==> src/rtl/codma_chk_dual_read.sv <==
// Paired live/snapshot read engine: one outstanding read per port, valids
// captured in either order, single pair_valid pulse once both are in hand.
module codma_chk_dual_read #(
  parameter int DW = 64
) (
  input  logic          clk,
  input  logic          reset_n,
  input  logic          issue_i,
  input  logic          use_snap_i,
  input  logic [31:0]   live_addr_i,
  input  logic [31:0]   snap_addr_i,
  output logic          live_req_o,
  output logic [31:0]   live_addr_o,
  input  logic          live_valid_i,
  input  logic [DW-1:0] live_data_i,
  output logic          snap_req_o,
  output logic [31:0]   snap_addr_o,
  input  logic          snap_valid_i,
  input  logic [DW-1:0] snap_data_i,
  output logic          pair_valid_o,
  output logic [DW-1:0] live_data_o,
  output logic [DW-1:0] snap_data_o
);

  logic          live_req_q, snap_req_q, live_got_q, snap_got_q, pair_valid_q;
  logic [31:0]   live_addr_q, snap_addr_q;
  logic [DW-1:0] live_hold_q, snap_hold_q;
  logic          live_cap, snap_cap, fire;

  // A valid only counts while its request is up; stray valids fall through.
  assign live_cap = live_req_q & live_valid_i;
  assign snap_cap = snap_req_q & snap_valid_i;
  assign fire     = (live_got_q | live_cap) & (snap_got_q | snap_cap);

  always_ff @(posedge clk) begin
    if (!reset_n) begin
      live_req_q   <= 1'b0;
      snap_req_q   <= 1'b0;
      live_got_q   <= 1'b0;
      snap_got_q   <= 1'b0;
      pair_valid_q <= 1'b0;
      live_addr_q  <= '0;
      snap_addr_q  <= '0;
      live_hold_q  <= '0;
      snap_hold_q  <= '0;
    end else begin
      pair_valid_q <= 1'b0;
      if (issue_i) begin
        live_req_q  <= 1'b1;
        snap_req_q  <= use_snap_i;
        live_addr_q <= live_addr_i;
        snap_addr_q <= snap_addr_i;
        live_got_q  <= 1'b0;
        // live-only reads treat the snapshot side as already satisfied
        snap_got_q  <= ~use_snap_i;
      end else begin
        if (live_cap) begin
          live_req_q  <= 1'b0;
          live_got_q  <= 1'b1;
          live_hold_q <= live_data_i;
        end
        if (snap_cap) begin
          snap_req_q  <= 1'b0;
          snap_got_q  <= 1'b1;
          snap_hold_q <= snap_data_i;
        end
        if (fire) begin
          live_got_q   <= 1'b0;
          snap_got_q   <= 1'b0;
          pair_valid_q <= 1'b1;
        end
      end
    end
  end

  assign live_req_o   = live_req_q;
  assign live_addr_o  = live_addr_q;
  assign snap_req_o   = snap_req_q;
  assign snap_addr_o  = snap_addr_q;
  assign pair_valid_o = pair_valid_q;
  assign live_data_o  = live_hold_q;
  assign snap_data_o  = snap_hold_q;

endmodule

==> config.mk <==
export PLATFORM = sky130hd
export DESIGN_NAME = codma_chk_dual_read
export DESIGN_NICKNAME = d
export VERILOG_FILES = /design/src/rtl/codma_chk_dual_read.sv
export SDC_FILE = /design/constraint.sdc
export NUM_CORES = 1
export LEC_CHECK = 0
export ABC_AREA = 1
export ABC_CLOCK_PERIOD_IN_PS = 1200
export CORE_AREA = 2 2 154 156
export DETAILED_ROUTE_END_ITERATION = 10
export DIE_AREA = 0 0 156 158
export PLACE_DENSITY = 0.66
export SLEW_MARGIN = 20
export SYNTH_ARGS = -nofsm -noshare
export SYNTH_HDL_FRONTEND = slang
export SYNTH_SLANG_ARGS = --single-unit
export TNS_END_PERCENT = 1
==> constraint.sdc <==
create_clock -name clk -period 1.2 [get_ports clk]
set_clock_uncertainty 0.15 [all_clocks]
set_input_delay 0.18 -clock clk [delete_from_list [all_inputs] [get_ports clk]]
set_output_delay 0.18 -clock clk [all_outputs]
set_load 0.03 [all_outputs]
# Yosys cells after proc, flatten, opt, wreduce, memory -nomap -nowiden
# Cells that the tools add are included.
[word_totals]
register_bits = 197
inputBits = 198
out_inout_bits = 195
[classes]
n_mux = 8
bitwise = 8
n_reduce_logical = 7
[op_table]
columns = ["op", "n"]
rows = [
  ["$mux 1", 8],
  ["$reduce_and 2->1", 2],
  ["$reduce_bool 2->1", 2],
  ["$and 1x1->1", 3],
  ["$not 1->1", 3],
  ["$reduce_bool 3->1", 1],
  ["$reduce_or 3->1", 1],
  ["$or 1x1->1", 2],
  ["$reduce_or 2->1", 1],
]

# Logic depth before layout (Yosys ltp)
# Gate-level depths: netlist of the first run.
[depth]
ltp_word = 5
ltp_mapped = 6
depth_no_buf = 5

# Worst setup path after synthesis of the first run
# No wires, ideal clock.
[synth_path]
kind = "reg-to-reg"
from = "register live_req_q (netlist: live_req_o)"
to = "register live_hold_q[10] (netlist: live_data_o[10])"
arrival_time_ps = 1268
t_required_ps = 986
slack_ps = -282
path_stages_with_launch = 7
path_buffers = 2
period_less_slack_ps = 1482
cell_sequence = "dfxtp_1 -> nand2_1 -> nor2_8 -> buf_6 -> buf_6 -> o21ai_1 -> nor2_1"
[synth_via]
elab_chain_len = 2
[synth_rtl]
columns = ["item", "line", "text"]
rows = [
  ["start, declared", "25", "logic live_req_q, snap_req_q, live_got_q, snap_got_q, pair_valid_q;"],
  ["start signal, assigned", "37", "live_req_q <= 1'b0;"],
  ["start signal, assigned", "49", "live_req_q <= 1'b1;"],
  ["start signal, assigned", "58", "live_req_q <= 1'b0;"],
  ["$and 1x1->1", "31", "assign live_cap = live_req_q & live_valid_i;"],
  ["$reduce_and 2->1 (no line)", "-", ""],
  ["end signal, assigned", "60", "live_hold_q <= live_data_i;"],
  ["end, declared", "27", "logic [DW-1:0] live_hold_q, snap_hold_q;"],
]
# No other way between the ends.
# A chain may end at the register's enable or synchronous reset.

# Final worst setup path of the first run
[layout_path]
from = "register snap_req_q (netlist: snap_req_o)"
to = "output port snap_req_o"
[layout_rtl]
columns = ["item", "line", "text"]
rows = [
  ["start, declared", "25", ""],
  ["start signal, assigned", "50", "snap_req_q <= use_snap_i;"],
  ["end, declared", "16", "output logic snap_req_o,"],
]
# No word-level cell between the ends.

==> results of run 1 <==
## layout by cell type, fill, tap and decap left out, types with 2 or more instances in the layout
master	instances
inv_2	2
inv_8	4
inv_6	3
o21ai_1	77
clkdlybuf4s50_1	195
inv_1	5
a21oi_1	5
buf_12	15
nand2_1	9
clkinv_4	4
nor2_2	7
nor3_1	2
clkbuf_16	18
o21ai_0	114
buf_6	197
buf_4	21
dfxtp_2	193
nor2_1	378
dfxtp_1	2
dfxtp_4	2
## routing by layer
metal	global-route usage (%)	vias to the layer above	routed length, um
met5	0	-	0
met4	5.46	0	404
met3	5.94	28	1950
met2	32.7	254	12200
met1	21.0	3254	9460
li1	-	3524	-
## where the power goes
group	internal (mW)	switching, mW
Clock	2.78	2.69
Sequential	6.91	0.215
Combinational	1.45	1.38
Total	11.1	4.28
## final cells by class
type,instances,area share (%)
tap,290,2.94
multi-input combinational,595,20.5
sequential,197,34.0
timing repair buffer,431,37.8
clock buffer,18,3.56
clock inverter,12,0.922
inverter,8,0.264
## worst max-delay path: stages, from the launching register on
cell and delay [ps]:
dfxtp_4 360, buf_6 110, buf_6 130
## logic make-up after synthesis
family	share of synthesized area, %
AND/OR/NAND/NOR	22.4
buffers and inverters	5.31
flip-flops	57.9
AO/OA/AOI/OAI	14.4
## repair_timing
item | 4_1_cts | 5_1_grt
endpoints found under the hold margin | 1 | 0
setup buffers | 2 | 0
cloned | 0 | 1
endpoints found under the setup margin | 308 | 325
resized for setup | 395 | 8
hold buffers | 1 | 0
## cell usage after synthesis
cell type	instances	area (um2)
a21oi_1	5	25.0
buf_2	26	130
buf_6	9	101
clkbuf_1	26	97.6
dfxtp_1	197	3940
inv_1	5	18.8
inv_2	2	7.51
inv_4	1	6.26
nand2_1	10	37.5
nand3_2	1	10.0
nor2_1	385	1450
nor2_8	1	20.0
nor3_1	2	10.0
o21ai_0	119	596
o21ai_1	72	360
## through the flow
| step | util [%] | hold slack [ps] | total power, mW |
|---|---|---|---|
| 2_1_floorplan | - | 165 | 8.34 |
| 3_3_place_gp | 46.6 | 293 | 9.76 |
| 3_5_place_dp | 46.6 | 301 | 9.78 |
| 4_1_cts | 53.3 | 43.1 | 15.6 |
| 5_1_grt | 53.6 | 59.0 | 16.1 |
| 6_report | 53.6 | 66.6 | 15.4 |
## state kept, by name, summed over array words and instances (netlist names)
signal	flops
snap_data_o	64
live_addr_o	32
snap_req_o	1
snap_got_q	1
live_got_q	1
pair_valid_o	1
live_data_o	64
snap_addr_o	32
live_req_o	1
## final timing paths
path,to,slack (ps),cells past startpoint
max reg2reg,live_data_o[8],-130,7
max,snap_req_o,-160,2
min reg2reg,live_got_q,310,2
min,snap_data_o[8],70,4
==> impl_metrics.toml, run 1 <==
[run_status]
status = "finished with violations"
violations = "setup timing"

[power_and_ir_drop]
cellLeakagePower_nw = 5.29
vdd_drop_max_uv = 724
p_per_area_mw_per_mm2 = 1250

[setup_path]
required_ps = 870
setup.worst_path.start_class = "flip-flop"
cp_max_fo = 2
cp-startpoint = "snap_req_o"
cp-end-kind = "output port"
path_class = "reg -> out"
r2r_start = "live_req_o"
worstPathArrival_ps = 1030

[floorplanning]
core-area_mm2 = 0.0231
start_util_pct = 29.5
fp.dieH_um = 158
rows = 56
io_pins = 393
die_w_um = 156
die_area_mm2 = 0.0246

[global_route]
overflow = 0
grt_max_degree = 70
grt_pass1_vias = 6870
grt_usage_pct = 18.4
grt_pass1_wl_mm = 35.9
grt_antenna_before_repair = 0

[detailed_routing]
vias = 7060
vias_per_cell = 4.55
drc = 0
first_iter_violations = 312
dr.pass1.iters = 5
postRouteAntennaNets = 0
routedWlPerCell_um = 15.5
routed_wirelength_mm = 24.0

[sta]
setup_tns_ps = -12470
fin_ws_ps = -156
timing.fmax_mhz = 737
rsz0062_at_grt = "yes"
slew_violations = 0
hold_viol_final = 0
fin_crit_sh_pct = 113
max_slew_margin_pct = 73.8
min_period_ps = 1360
setup_viol = 304
tightest_slew_ps = 393

[clocking]
clock_sinks = 197
cts_buffer_depth = 2
htree_num_levels = 4
tritoncts = "done"
clkTransAtPathRegs_ps = 80
numCtsBuffers = 17
root_buffer = "clkbuf_16"
clk_latency_ps = 420

[placement]
place.gp.congestion = 0.784
dp_hpwl_mm = 17.1
place_area_mm2 = 0.0107
dp.cells = 1517
pre_cts_slack_ps = -486
portBuffers = 392

[finish]
final.fill_count = 2146
layout-drive-gt1-share_pct = 37.5
fin_nets = 1448
area_delta_synth_final_pct = 81.3
ff_latch_area_mm2 = 0.00419
diodes = 0
finish.instance_area_mm2 = 0.0123
multi_input_area_mm2 = 0.00254
fin_cells = 1551

[synthesis]
synthCells = 861
synth_area_per_cell_um2 = 7.91
synth_cell_types = 15
seq_area_frac_synth_pct = 57.9
syn_area_mm2 = 0.00681
ys_ff_latch = 197
ys_warn_count = 0
synth_nets = 1059

[worst_hold_path]
hp-start = "reset_n"
min_path_type = "in -> reg"

[job]
drv_cap = 0
No activity file was read; power rests on OpenSTA's default activity.
==> run 2: changes to the inputs <==
Settings changed: ABC_CLOCK_PERIOD_IN_PS 1200 to default, RECOVER_POWER from default to 25.
==> impl_metrics.toml, run 2 (synthesis results as in run 1) <==
[sta]
setup_viol = 304
tightest_slew_ps = 393
fin_crit_sh_pct = 113
max_slew_margin_pct = 73.8
min_period_ps = 1360
timing.fmax_mhz = 737
fin_ws_ps = -156
hold_ws_ps = 66.2
slew_violations = 0
hold_viol_final = 0
rsz0062_at_grt = "yes"

[global_route]
grt_max_degree = 70
grt_usage_pct = 18.4
grt_pass1_vias = 6870
overflow = 0
grt_antenna_before_repair = 0
grt_pass1_wl_mm = 35.9

[floorplanning]
core-area_mm2 = 0.0231
die_area_mm2 = 0.0246
start_util_pct = 29.5
io_pins = 393
die_w_um = 156
fp.dieH_um = 158
rows = 56

[finish]
diodes = 0
fin_cells = 1551
final_cell_mix = "nor2_1 (378), buf_6 (198), clkdlybuf4s50_1 (195)"
layout-drive-gt1-share_pct = 37.3
mostFrequentLayoutCell = "nor2_1"
area_delta_synth_final_pct = 81.0
fin_nets = 1448

[job]
drv_cap = 0

[detailed_routing]
vias = 7037
postRouteAntennaNets = 0
routedWlPerCell_um = 15.5
first_iter_violations = 305
drc = 0
vias_per_cell = 4.54
routed_wirelength_mm = 24.0
dr.pass1.iters = 5

[power_and_ir_drop]
cellLeakagePower_nw = 5.28
switchingPower_mw = 4.28
power_frac_comb_pct = 18.3
power_frac_clock_pct = 35.5
p_seq_share_pct = 46.2
p_sw_share_pct = 27.8
p_int_mw = 11.1
vdd_drop_max_uv = 725
p_per_area_mw_per_mm2 = 1250

[setup_path]
cp_max_fo = 2
setup.worst_path.start_class = "flip-flop"
path_cells = "buf_6 -> buf_6"
cpPeakStageDelay_ps = 360
crit_slowest_cell = "dfxtp_4"
required_ps = 870
path_class = "reg -> out"
worstPathArrival_ps = 1030
path_common_cell = "buf_6"
cp-end-kind = "output port"

[clocking]
root_buffer = "clkbuf_16"
numCtsBuffers = 17
htree_num_levels = 4
tritoncts = "done"
clock_sinks = 197
cts_buffer_depth = 2
clk_latency_ps = 420
clkTransAtPathRegs_ps = 80

[placement]
dp_hpwl_mm = 17.1
portBuffers = 392
dp.cells = 1517
place.gp.congestion = 0.784

[worst_hold_path]
min_path_type = "in -> reg"

[run_status]
status = "finished with violations"
violations = "setup timing"
-- run 2: worst paths after layout --
kind / cells after the start / slack (ps) / start / to
worst max-delay path: 2 / -160 / snap_req_o / snap_req_o
worst min-delay path: 4 / 70 / reset_n / snap_data_o[8]
worst max register to register: 7 / -130 / live_req_o / live_data_o[8]
worst min register to register: 2 / 310 / live_got_q / live_got_q
-- run 2: metal layers --
layer  part of all wire, %  track usage [%]  wire, um  vias up
met5                     0                0         0        -
met4                   1.6             5.46       373        0
met3                   8.1             5.94      1940       26
met2                    51             32.7     12200      244
met1                    40             21.0      9510     3243
li1                      -                -         -     3524
-- run 2: power groups by stage --
stage          logic, mW  registers, mW  clock network, mW
4_1_cts             2.84           7.12               5.66
3_3_place_gp        2.61           7.14                  0
6_report            2.82           7.12               5.47
5_1_grt             3.01           7.16               5.91
2_1_floorplan      0.588           7.75                  0
3_5_place_dp        2.62           7.15                  0
-- run 2: worst max-delay path: cells and delay by family, from the launching register on --
| kind | cells | cell delay (ps) |
|---|---|---|
| buffers and inverters | 2 | 240 |
| flip-flops | 1 | 360 |
-- run 2: repair_timing --
item,in CTS,in global routing
setup endpoints to repair,308,325
endpoints found under the hold margin,1,0
pin swaps,0,0
hold buffers,1,0
resized for setup,395,8
gates cloned,0,1
buffers inserted,2,0
-- run 2: layout make-up --
| type | instances | area, um2 |
|---|---|---|
| clock buffer | 18 | 439 |
| tap | 290 | 363 |
| timing repair buffer | 431 | 4650 |
| clock inverter | 12 | 114 |
| fill | 2150 | 10700 |
| multi-input combinational | 595 | 2540 |
| inverter | 8 | 32.5 |
| sequential | 197 | 4190 |
-- run 2: metrics by stage --
stage	setup TNS (ps)	total power, mW	area [um2]	setup slack (ps)	util (%)
3_5_place_dp	-53480	9.78	10700	-486	46.6
4_1_cts	-19720	15.6	12300	-170	53.3
5_1_grt	-29380	16.1	12300	-200	53.5
2_1_floorplan	-875	8.34	6820	-20.8	-
6_report	-12620	15.4	12300	-156	53.5
3_3_place_gp	-50830	9.76	10700	-441	46.6
==> RTL change 1: new RTL, config.mk and constraints of run 1 <==
`DW`: 64 -> 56.
--- a/src/rtl/codma_chk_dual_read.sv
+++ b/src/rtl/codma_chk_dual_read.sv
@@ -1,7 +1,7 @@
 // Paired live/snapshot read engine: one outstanding read per port, valids
 // captured in either order, single pair_valid pulse once both are in hand.
 module codma_chk_dual_read #(
-  parameter int DW = 64
+  parameter int DW = 56
 ) (
   input  logic          clk,
   input  logic          reset_n,
Ports: changed (resized live_data_i, live_data_o, snap_data_i and snap_data_o); port bits go from 393 to 361. The function was not compared with the original's and may differ.
==> RTL change 1 against run 1 <==
- the flow still finishes with violations (negative setup slack)
- design area shrank 7.1%
- sequential cell count shrank 16
- total power shrank 5.3%
- synthesized cell count shrank 7.9%
- die area is the same
- setup slack gained 0.0082 ns
- synthesized area shrank 7.5%
- routed wire length shrank 9.8%
- highest routed layer unchanged
==> RTL change 1: results (changes against run 1) <==
stage;metric;value;unit;change
outcome;status;finished with violations;;
outcome;failing checks;negative setup slack;;
grt;gr usage total;0.1694;;-0.01423
placed_design;I/O Buffers;360;;-8.2%
worst_hold_path;worst hold endpoint;pair_valid_o;;
critical_path;Data arrival, critical path;1.02;ns;
synth;post-synth cell types;17;;+2
placed_design;Placed Area;9940;µm²;-7.4%
pwr;internal power;10.51;mW;-5.6%
final_layout;fillcell total;2174;;+1.3%
pwr;Net Sw Power;4.093;mW;-4.4%
final_layout;share of layout cells above drive strength 1;0.3916;;+0.01650
placed_design;routability cong.;0.7668;;-2.2%
grt;first-pass GRT wire length;33.23;mm;-7.4%
placed_design;pre-CTS setup slack;-0.4821;ns;+0.003521 ns
critical_path;Worst R2R Path Depth;5;;-2
pwr;comb pwr;2.64;mW;-7%
synth;synthesized net count;975;;-7.9%
grt;met3 Resource Use GR;0.05311;;-0.006296
grt;vias in the first global route;6404;;-6.8%
grt;GR Util met1;0.1959;;-0.01449
clock_network;cts repair resizes;372;;-5.8%
synth;synth cell count leaders;343 x nor2_1, 181 x dfxtp_1, 134 x o21ai_0, 41 x o21ai_1, 26 x clkbuf_1;;
clock_network;CTS root buffer;clkbuf_16;;
routing;initial drt markers;372;;+19%
synth;top post-synthesis cells by area;dfxtp_1 58%, nor2_1 20%, o21ai_0 11%;;
synth;Seq/Total Area, Yosys;0.5752;;-0.004025
grt;pin count of the biggest net entering global routing;59;;-16%
clock_network;postcts setup bufs;2;;unchanged
grt;grt met2 use;0.2971;;-0.02992
worst_hold_path;min-delay src;issue_i;;
pwr;Static Leak;4.880;nW;-7.7%
critical_path;FF-to-FF setup slack;-0.11;ns;+0.02 ns
timing;Max-Slew Margin vs Limit;0.7989;;+0.06092
routing;first drt pass iteration count;4;;-1
critical_path;reg-to-reg endpoint;live_data_o[55];;
timing;post-route setup slack;-0.1478;ns;+0.008238 ns
timing;Sum Neg Setup Slack;-9.000;ns;+3.471 ns
routing;met2 WL;10.82;mm;-11%
critical_path;crit path from;live_req_o;;
routing;WL/cell;14.86;µm;-3.9%
worst_hold_path;hold path cells;3;;-1
final_layout;final layout net count;1336;;-7.7%
final_layout;area grow syn2layout;81.99;%;
clock_network;clk_lat worst skew;0.42;ns;about the same
routing;WL met3;1.630;mm;-16%
routing;via count;6485;;-8.1%
timing;final setup vio count;286;;-5.9%
placed_design;DP HPWL;15.30;mm;-11%
critical_path;Setup crit end;live_req_o;;
pwr;Peak VDD IR;0.0007582;V;+4.7%
routing;wire length on met1;8.740;mm;-7.6%
pwr;sequential group power;6.56;mW;-7.9%
clock_network;H-tree level count;4;;unchanged
==> RTL change 1: stage by stage <==
step	hold slack, ns	std cells
after floorplan	0.1582	793
after global placement	0.2887	1423
after detailed placement	0.2963	1423
after CTS	0.02258	1457
after global routing	0.04134	1457
final	0.04415	1457
==> RTL change 1: cell families (layout without fill, tap and decap cells) <==
| family | after synthesis | count (layout) | synth area share |
|---|---|---|---|
| AOI/OAI and AO/OA | 180 | 180 | 0.1430 |
| buffers and inverters | 65 | 439 | 0.05660 |
| DFF | 181 | 181 | 0.5752 |
| and+or+nand+nor | 367 | 367 | 0.2252 |
==> RTL change 1: cell type report <==
cell class / instances / area share
multi-input cells: 547 / 0.2067
clock buffers: 20 / 0.03896
clock inverters: 12 / 0.009822
inverters: 8 / 0.003274
repair buffers: 399 / 0.3736
flip-flops and latches: 181 / 0.3360
well taps: 290 / 0.03165
==> RTL change 1: critical path: cells and delay by family, from the launching register on <==
kind	cells	cell delay (ns)
DFF	1	0.36
buffers and inverters	2	0.24
==> RTL change 2: new RTL, config.mk and constraints of run 1 <==
Made on the original files. Register the output `live_data_o` once more, with the module's reset; this adds one clock of latency there. The other outputs are not delayed to match.
--- a/src/rtl/codma_chk_dual_read.sv
+++ b/src/rtl/codma_chk_dual_read.sv
@@ -78,7 +78,13 @@
   assign snap_req_o   = snap_req_q;
   assign snap_addr_o  = snap_addr_q;
   assign pair_valid_o = pair_valid_q;
-  assign live_data_o  = live_hold_q;
+  always_ff @(posedge clk) begin
+    if (!reset_n) begin
+      live_data_o <= '0;
+    end else begin
+      live_data_o <= live_hold_q;
+    end
+  end
   assign snap_data_o  = snap_hold_q;
 
 endmodule
Formal check against the unedited RTL: not equivalent (Yosys sat finds a counterexample within 4 cycles, from zero or initial values and one cycle with reset_n low).
==> RTL change 2 against run 1 <==
- the run still ends with negative setup slack left
- cell count is 10% higher
- routed wire length grew 9.8%
- sequential cell count is 64 higher
- synthesized area is 22% higher
- total power up 34%
- design area up 18%
- non-clock buffer count up 12
- setup slack got worse by 0.095 ns
- critical path type unchanged
- largest power group unchanged
==> RTL change 2: results (changes against run 1) <==
stage;metric;value;unit;change
outcome;status;finished with violations;;
outcome;failing checks;negative setup slack;;
final_layout;post-route insts no fill;1710;;+10%
clock_network;clk buf depth;3;;+1
worst_hold_path;hold path cells;5;;+1
routing;Avg Vias per Cell;4.574;;+0.48%
final_layout;fillcell total;1927;;-10%
timing;final hold slack;0.03897;ns;-0.02758 ns
final_layout;share of layout cells above drive strength 1;0.3643;;-0.01076
synth;Seq/Total Area, Yosys;0.6283;;+0.04915
synth;synth cell count leaders;321 x nor2_1, 261 x dfxtp_1, 113 x o21ai_0, 74 x nand2_1, 70 x inv_1;;
worst_hold_path;worst hold endpoint;live_req_o;;
placed_design;pre-CTS setup slack;-0.4790;ns;+0.006665 ns
pwr;Static Leak;6.662;nW;+26%
synth;synthesized net count;1188;;+12%
critical_path;Reg-to-Reg Start;snap_req_o;;
routing;Routed WL;26.35;mm;+9.8%
placed_design;routability cong.;0.8329;;+6.2%
final_layout;final layout net count;1600;;+10%
critical_path;FF-to-FF setup slack;-0.17;ns;-0.04 ns
grt;vias in the first global route;7869;;+15%
critical_path;Data arrival, critical path;1.12;ns;+0.09 ns
pwr;clock share of power;0.412;;+0.057
critical_path;CP max-delay cell;dfxtp_4;;
placed_design;Placed Area;12370;µm²;+15%
routing;initial drt markers;249;;-20%
grt;gr usage total;0.2032;;+0.01954
synth;top post-synthesis cells by area;dfxtp_1 63%, nor2_1 14%, o21ai_0 6.8%;;
pwr;sequential group power;9.30;mW;+31%
final_layout;multi-input logic area;2620;µm²;+3.3%
synth;post-synth cell types;16;;+1
pwr;Peak VDD IR;0.0008951;V;+24%
clock_network;CTS buffer count;28;;+11
timing;post-route setup slack;-0.2515;ns;-0.09550 ns
critical_path;reg-to-reg endpoint;snap_data_o[30];;
worst_hold_path;min-delay src;issue_i;;
pwr;Pwr Total;20.60;mW;+34%
clock_network;H-tree level count;1;;-3
timing;Sum Neg Setup Slack;-32.64;ns;-20.17 ns
synth;syn avg cell area;8.399;µm²;+6.2%
timing;final setup vio count;319;;+4.9%
placed_design;DP HPWL;18.24;mm;+6.7%
grt;pin count of the biggest net entering global routing;65;;-7.1%
grt;first-pass GRT wire length;40.05;mm;+12%
routing;first drt pass iteration count;4;;-1
grt;antenna violations before repair;1;;+1
pwr;internal power;15.69;mW;+41%
clock_network;clk slew on worst S/H paths;0.06;ns;-0.02 ns
timing;Max-Slew Margin vs Limit;0.7906;;+0.05264
clock_network;clk_lat worst skew;0.53;ns;+0.11 ns
## RTL change 2: layout make-up
cell class	count	area share
flip-flops and latches	261	0.3771
repair buffers	443	0.3351
multi-input cells	596	0.1804
clock buffers	42	0.05669
well taps	290	0.02499
inverters	72	0.01930
clock inverters	5	0.006204
diodes	1	0.0001723
## RTL change 2: repair_timing
action | in CTS | in global routing
gates resized for setup | 425 | 47
setup buffers | 2 | 2
endpoints found under the hold margin | 12 | 0
hold buffers | 1 | 0
pin swaps | 6 | 3
endpoints found under the setup margin | 323 | 329
cloned | 0 | 3
## RTL change 2: routing by layer
metal / routed length, µm / up-vias / global-route usage / share of wire
met5: 0 / - / 0 / 0
met4: 926 / 0 / 0.08170 / 0.035
met3: 2430 / 60 / 0.06844 / 0.092
met2: 13330 / 268 / 0.3744 / 0.51
met1: 9660 / 3579 / 0.2128 / 0.37
li1: - / 3914 / - / -
## RTL change 2: worst max path at each step
stage                  from  cells after the start  slack (ns)              end
6_report         live_req_o                      2       -0.25       live_req_o
5_1_grt          live_req_o                      2       -0.30       live_req_o
4_1_cts          snap_req_o                      2       -0.28       snap_req_o
3_5_place_dp   snap_valid_i                      7       -0.48  snap_data_o[13]
3_3_place_gp   snap_valid_i                      7       -0.44  snap_data_o[34]
2_1_floorplan    snap_req_o                      5       -0.02  snap_data_o[26]
## RTL change 2: cell families after synthesis
logic type      count (synthesis)  synth area share
simple gates                  400            0.1827
flops                         261            0.6283
buf+inv                       133           0.07102
compound gates                196            0.1180
## RTL change 2: worst reg2reg max path, stage by stage (launching register included)
cell and delay, ns:
dfxtp_4 0.34, buf_4 0.14, nand3_4 0.10, buf_12 0.14, inv_8 0.05, clkbuf_16 0.17
nor2_1 0.12, nor2_1 0.06
